===== src/rtl/uart_receiver.sv =====
// uart_receiver: 8N1 serial-to-parallel UART receiver.
//   Oversamples the synchronized RxD line at OVERSAMPLE ticks per bit and takes a
//   3-sample majority vote around mid-bit. Recovered bytes are presented on data_o
//   with a one-cycle valid_o pulse; a stop bit sampled low gives a one-cycle
//   frame_err_o pulse instead.
// Ports:
//   clk_i        system clock, rising edge
//   rst_ni       asynchronous active-low reset
//   rxd_i        serial input, asynchronous to clk_i, idles high
//   data_o       last correctly framed byte, held until the next one
//   valid_o      one-cycle pulse: data_o holds a new byte
//   frame_err_o  one-cycle pulse: stop bit sampled 0
//   busy_o       high whenever the receiver is not idle
module uart_receiver #(
  parameter int unsigned CLK_FREQ   = 100_000_000,
  parameter int unsigned BAUD       = 9600,
  parameter int unsigned OVERSAMPLE = 16
) (
  input  logic       clk_i,
  input  logic       rst_ni,
  input  logic       rxd_i,
  output logic [7:0] data_o,
  output logic       valid_o,
  output logic       frame_err_o,
  output logic       busy_o
);

  localparam int unsigned TICK_DIV = CLK_FREQ / (BAUD * OVERSAMPLE);
  localparam int unsigned TickW    = (TICK_DIV > 1) ? $clog2(TICK_DIV) : 1;
  localparam int unsigned SampW    = $clog2(OVERSAMPLE);

  localparam logic [TickW-1:0] TickLast  = TickW'(TICK_DIV - 1);
  localparam logic [SampW-1:0] SampMidLo = SampW'(OVERSAMPLE / 2 - 1);
  localparam logic [SampW-1:0] SampMid   = SampW'(OVERSAMPLE / 2);
  localparam logic [SampW-1:0] SampMidHi = SampW'(OVERSAMPLE / 2 + 1);
  localparam logic [SampW-1:0] SampLast  = SampW'(OVERSAMPLE - 1);

  typedef enum logic [2:0] {
    StIdle,
    StStart,
    StData,
    StStop,
    StWaitHigh
  } state_e;

  state_e           state_q, state_d;
  logic             rx_meta_q, rx_s_q;
  logic [TickW-1:0] tick_cnt_q, tick_cnt_d;
  logic [SampW-1:0] samp_cnt_q, samp_cnt_d;
  logic [1:0]       maj_q, maj_d;
  logic [7:0]       shift_q, shift_d;
  logic [3:0]       bit_cnt_q, bit_cnt_d;
  logic [7:0]       data_q, data_d;
  logic             valid_q, valid_d;
  logic             ferr_q, ferr_d;

  logic tick, decide, bit_end, bit_val;

  // Two-flop synchronizer; reset high so a reset release never looks like a start edge.
  always_ff @(posedge clk_i or negedge rst_ni) begin
    if (!rst_ni) begin
      rx_meta_q <= 1'b1;
      rx_s_q    <= 1'b1;
    end else begin
      rx_meta_q <= rxd_i;
      rx_s_q    <= rx_meta_q;
    end
  end

  always_ff @(posedge clk_i or negedge rst_ni) begin
    if (!rst_ni) begin
      state_q    <= StIdle;
      tick_cnt_q <= '0;
      samp_cnt_q <= '0;
      maj_q      <= '0;
      shift_q    <= '0;
      bit_cnt_q  <= '0;
      data_q     <= '0;
      valid_q    <= 1'b0;
      ferr_q     <= 1'b0;
    end else begin
      state_q    <= state_d;
      tick_cnt_q <= tick_cnt_d;
      samp_cnt_q <= samp_cnt_d;
      maj_q      <= maj_d;
      shift_q    <= shift_d;
      bit_cnt_q  <= bit_cnt_d;
      data_q     <= data_d;
      valid_q    <= valid_d;
      ferr_q     <= ferr_d;
    end
  end

  // Tick is gated by state so a TICK_DIV of 1 cannot fire while idle.
  assign tick    = (state_q != StIdle) && (tick_cnt_q == TickLast);
  assign decide  = tick && (samp_cnt_q == SampMidHi);
  assign bit_end = tick && (samp_cnt_q == SampLast);
  // Majority of the two stored samples and the current one at the decision tick.
  assign bit_val = (maj_q[0] & maj_q[1]) | (maj_q[0] & rx_s_q) | (maj_q[1] & rx_s_q);

  always_comb begin
    state_d    = state_q;
    tick_cnt_d = tick_cnt_q;
    samp_cnt_d = samp_cnt_q;
    maj_d      = maj_q;
    shift_d    = shift_q;
    bit_cnt_d  = bit_cnt_q;
    data_d     = data_q;
    valid_d    = 1'b0;
    ferr_d     = 1'b0;

    // Counters sit at zero while idle, so the cycle the start edge is seen begins
    // a fresh tick/sample count.
    if (state_q == StIdle) begin
      tick_cnt_d = '0;
      samp_cnt_d = '0;
    end else begin
      tick_cnt_d = tick ? '0 : tick_cnt_q + 1'b1;
      if (tick) begin
        samp_cnt_d = (samp_cnt_q == SampLast) ? '0 : samp_cnt_q + 1'b1;
        if (samp_cnt_q == SampMidLo) maj_d[0] = rx_s_q;
        if (samp_cnt_q == SampMid)   maj_d[1] = rx_s_q;
      end
    end

    unique case (state_q)
      StIdle: begin
        if (!rx_s_q) state_d = StStart;
      end
      StStart: begin
        // Reaching bit end here implies the mid-bit vote was 0.
        if (decide && bit_val) begin
          state_d = StIdle;
        end else if (bit_end) begin
          state_d   = StData;
          bit_cnt_d = '0;
        end
      end
      StData: begin
        if (decide) begin
          shift_d   = {bit_val, shift_q[7:1]};
          bit_cnt_d = bit_cnt_q + 4'd1;
        end
        if (bit_end && (bit_cnt_q == 4'd8)) state_d = StStop;
      end
      StStop: begin
        // Leave at mid-stop to give half a bit of margin for a back-to-back start.
        if (decide) begin
          if (bit_val) begin
            data_d  = shift_q;
            valid_d = 1'b1;
            state_d = StIdle;
          end else begin
            ferr_d  = 1'b1;
            state_d = StWaitHigh;
          end
        end
      end
      StWaitHigh: begin
        // A held-low break must not be re-read as a string of start bits.
        if (rx_s_q) state_d = StIdle;
      end
      default: state_d = StIdle;
    endcase
  end

  assign data_o      = data_q;
  assign valid_o     = valid_q;
  assign frame_err_o = ferr_q;
  assign busy_o      = (state_q != StIdle);

endmodule

===== config.mk =====
export PLATFORM = sky130hd
export DESIGN_NAME = uart_receiver
export DESIGN_NICKNAME = d
export VERILOG_FILES = /design/src/rtl/uart_receiver.sv
export SDC_FILE = /design/constraint.sdc
export NUM_CORES = 1
export LEC_CHECK = 0
export CORE_ASPECT_RATIO = 1.5
export CORE_MARGIN = 4
export CORE_UTILIZATION = 30
export CTS_CLUSTER_DIAMETER = 30
export DETAILED_ROUTE_END_ITERATION = 8
export GPL_TIMING_DRIVEN = 0
export PLACE_DENSITY = 0.51
export SYNTH_ARGS = -nofsm -noshare
export SYNTH_HDL_FRONTEND = slang
export SYNTH_SLANG_ARGS = --single-unit

===== constraint.sdc =====
create_clock -name clk_i -period 3.3 [get_ports clk_i]
set_input_delay 0.33 -clock clk_i [delete_from_list [all_inputs] [get_ports clk_i]]
set_output_delay 0.33 -clock clk_i [all_outputs]
set_load 0.005 [all_outputs]

==> impl_results.md <==
- Share of flip-flops with an asynchronous set or reset: 1.00
- Hold Crit Start: rx_meta_q$_DFF_PN1_
- Worst VDD drop: 0.188 mV
- Port buffer count: 13
- Via count: ~1300
- Post-synth EDFFs: 0
- CORE AREA: 0.00685 mm^2
- Slew @ Worst Pin: 0.440 ns
- Total Routing Usage GR: 0.0949
- Max-cap viol count: 0
- Hold endpoint: rx_s_q$_DFF_PN1_
- Post-Syn Area: 0.00211 mm^2
- Row cnt: 37
- Syn_nets: roughly 190
- Crit Path Max Fanout: 8
- Routed len/inst: 13.3 um
- Critical Path Source Type: register
- Worst-case clock buffer depth: 2
- Unique cell type count in the Yosys netlist: 51
- RR Endpoint: shift_q[6]$_DFFE_PN0P_
- DRC: 0
- ANT nets after route: 0
- Max Clock Skew: 0.00992 ns
- Fmax: 511 MHz
- Final Core Density: 0.361
- Layout cells sized above 1: 0.255
- Cell Area, Placed: 0.00235 mm^2
- Die Y: 111 um
- Hold Crit Depth: 0
- Crit. End Element: output pin
- Hold Fails Final Rpt: 0
- CTS Buf Count: 5
- Leading area contributor after synthesis: dfrtp_1
- Crit path required time: 2.97 ns
- Yosys synthesis warning count: 0
- Root buf cell: clkbuf_8
- Number of global-route vias before repair: 1382
- Filler Cells Inserted: 703
- DR vias/cell: 4.78
- Slew Limit Fails: 0
- Final cycle utilization of the critical path: 0.593
- R2R cell count: 7
- Clock-pin slew on the worst setup and hold paths: 0.08 ns
- Post_cts resized: 0
- Primary FF master, synth: dfrtp_1
- Layout Area Growth over Synthesis: 17.3%
- Seq/Total Area, Yosys: 0.512
- Power Density: just under 400 mW/mm^2
- Global placer's final weighted congestion: 0.753
- Die area: 0.00846 mm^2
- First-pass GRT wire length: 6600 um
- Initial DRC count: 54
- Largest net degree at the start of global routing: 28
- Crit Path Category: register to output pin
- Top cell type's share of synthesized area: 0.487
- Number of nets in the layout: between 200 and 250
- First-pass DRT Iterations: 4
- Min Tclk post-route: 1.96 ns
- Synth top area cells: dfrtp_1, mux2_2, ha_1, nor2_1, dfstp_2
- CTS tree: done
- Initial antenna violation count: 0
- Grt ovf: 0
- Clk_lat worst skew: about 0.30 ns
- Dpl hpwl: 2670 um
- R2r setup slk: 1.43 ns
- Mapped Cells: 177
- Chip width: 76.4 um
- RSZ-0062 raised after global routing: false
- Hold WC Path Type: register to register
- H-tree Lvls: 2
- # clock sinks: 43
- Synth Register Bits: 43
- P_leak: 1.15 nW
- Final instance area: about 0.0025 mm^2
- Reg area: 0.00108 mm^2
- Slew HR: 0.707
- Status: finished, final reports clean
- I/O pins: 14
- Data arrival, critical path: 1.63 ns
- N_diodes: 0
- Reg2reg start: tick_cnt_q[0]$_DFF_PN0_
- Syn avg cell area: 11.9 um^2
- Final setup vio count: 0
- Initial core utilization: 0.308
- Final TNS setup: 0 ns
- Total Wirelength: 3710 um
- Multi-input logic area: 956 um^2
-- cells by family (layout without fill, tap and decap cells) --
| group | after synthesis | count (layout) | synth area share |
|---|---|---|---|
| XOR/XNOR | 9 | 9 | 0.0374 |
| buffers and inverters | 13 | 36 | 0.0350 |
| AND/OR/NAND/NOR | 68 | 68 | 0.203 |
| adder cells (fa/ha/maj) | 8 | 8 | 0.0469 |
| flip-flops | 43 | 43 | 0.512 |
| multiplexers | 20 | 20 | 0.110 |
| AO/OA/AOI/OAI | 16 | 16 | 0.0564 |
-- layer usage --
layer | global-route usage | wire, um | vias to the layer above
met1 | 0.120 | 1700 | 639
met2 | 0.161 | 1860 | 16
met3 | 0.0171 | 104 | 5
li1 | - | - | 668
met5 | 0 | 0 | -
met4 | 0.0326 | 37 | 0
-- per-stage QoR --
step	total power (W)	instances	hold slack [ns]	worst slack, ns
floorplan	0.000540	177	0.0344	1.57
global placement	0.000554	268	0.349	0.675
detailed placement	0.000556	269	0.301	1.41
CTS	0.000976	278	0.361	1.32
global route	0.000997	278	0.364	1.24
finish	0.000955	278	0.359	1.34
-- report_power, final --
part	switching [W]	leakage (nW)	internal, W	total, W
clock	0.000184	0.0581	0.000225	0.000409
combinational	0.0000111	0.509	0.00000478	0.0000159
sequential	0.000000865	0.579	0.000529	0.000529
total	0.000196	1.15	0.000759	0.000955
-- state kept, by name, summed over array words and instances, names as in the netlist --
register / cells
bit_cnt_q: 4
data_o: 8
frame_err_o: 1
maj_q: 2
rx_meta_q: 1
rx_s_q: 1
samp_cnt_q: 4
shift_q: 8
state_q: 3
tick_cnt_q: 10
valid_o: 1
-- final cells by class --
cell class                 instances  area share
inverter                           8      0.0121
clock buffer                       5      0.0278
clock inverter                     3      0.0177
sequential                        43       0.436
multi-input combinational        121       0.386
buffer                             5      0.0177
tap                               78      0.0395
timing repair buffer              15      0.0627
-- cell usage after synthesis, drive strengths merged (2+ instances only) --
cell and n:
dfrtp 41, mux2 19, nor2 19, nand3 10, inv 8, nand2 8
ha 7, xnor2 6, o21ai 5, and3 4, buf 4, nor3 4
nor3b 4, and2 3, nand4 3, xor2 3, a221o 2, and3b 2
dfstp 2, nand3b 2, nand4b 2, nor4 2
-- critical path, stage by stage (launching register included) --
cell and delay, ns:
dfrtp_1 0.50, nor3_4 0.30, inv_2 0.08, clkdlybuf4s50_1 0.45
-- cells in the final DEF, fill, tap and decap left out, drive strengths merged, types with 3 or more instances in the layout --
master         instances
and3                   4
inv                    8
nand3                 10
clkbuf                 6
nor3                   4
nand4                  3
xnor2                  6
nor2                  19
nand2                  8
and2                   3
mux2                  19
xor2                   3
ha                     7
dfrtp                 41
nor3b                  4
buf                    6
o21ai                  5
clkdlybuf4s50         12
-- repair_timing --
action                                 in CTS  in global routing
endpoints found under the hold margin      16                  0
setup buffers                               0                  0
hold buffers                                1                  0
-- worst max path at each step --
stage                            start                        to  cells after the start
3_5_place_dp   tick_cnt_q[0]$_DFF_PN0_  bit_cnt_q[2]$_DFFE_PN0P_                      7
5_1_grt         state_q[2]$_DFFE_PN0P_                    busy_o                      3
4_1_cts         state_q[2]$_DFFE_PN0P_                    busy_o                      3
2_1_floorplan  tick_cnt_q[0]$_DFF_PN0_    shift_q[6]$_DFFE_PN0P_                      7
6_report        state_q[2]$_DFFE_PN0P_                    busy_o                      3
3_3_place_gp                    rst_ni     data_o[7]$_DFFE_PN0P_                      1
No activity file was read; power rests on OpenSTA's default activity.
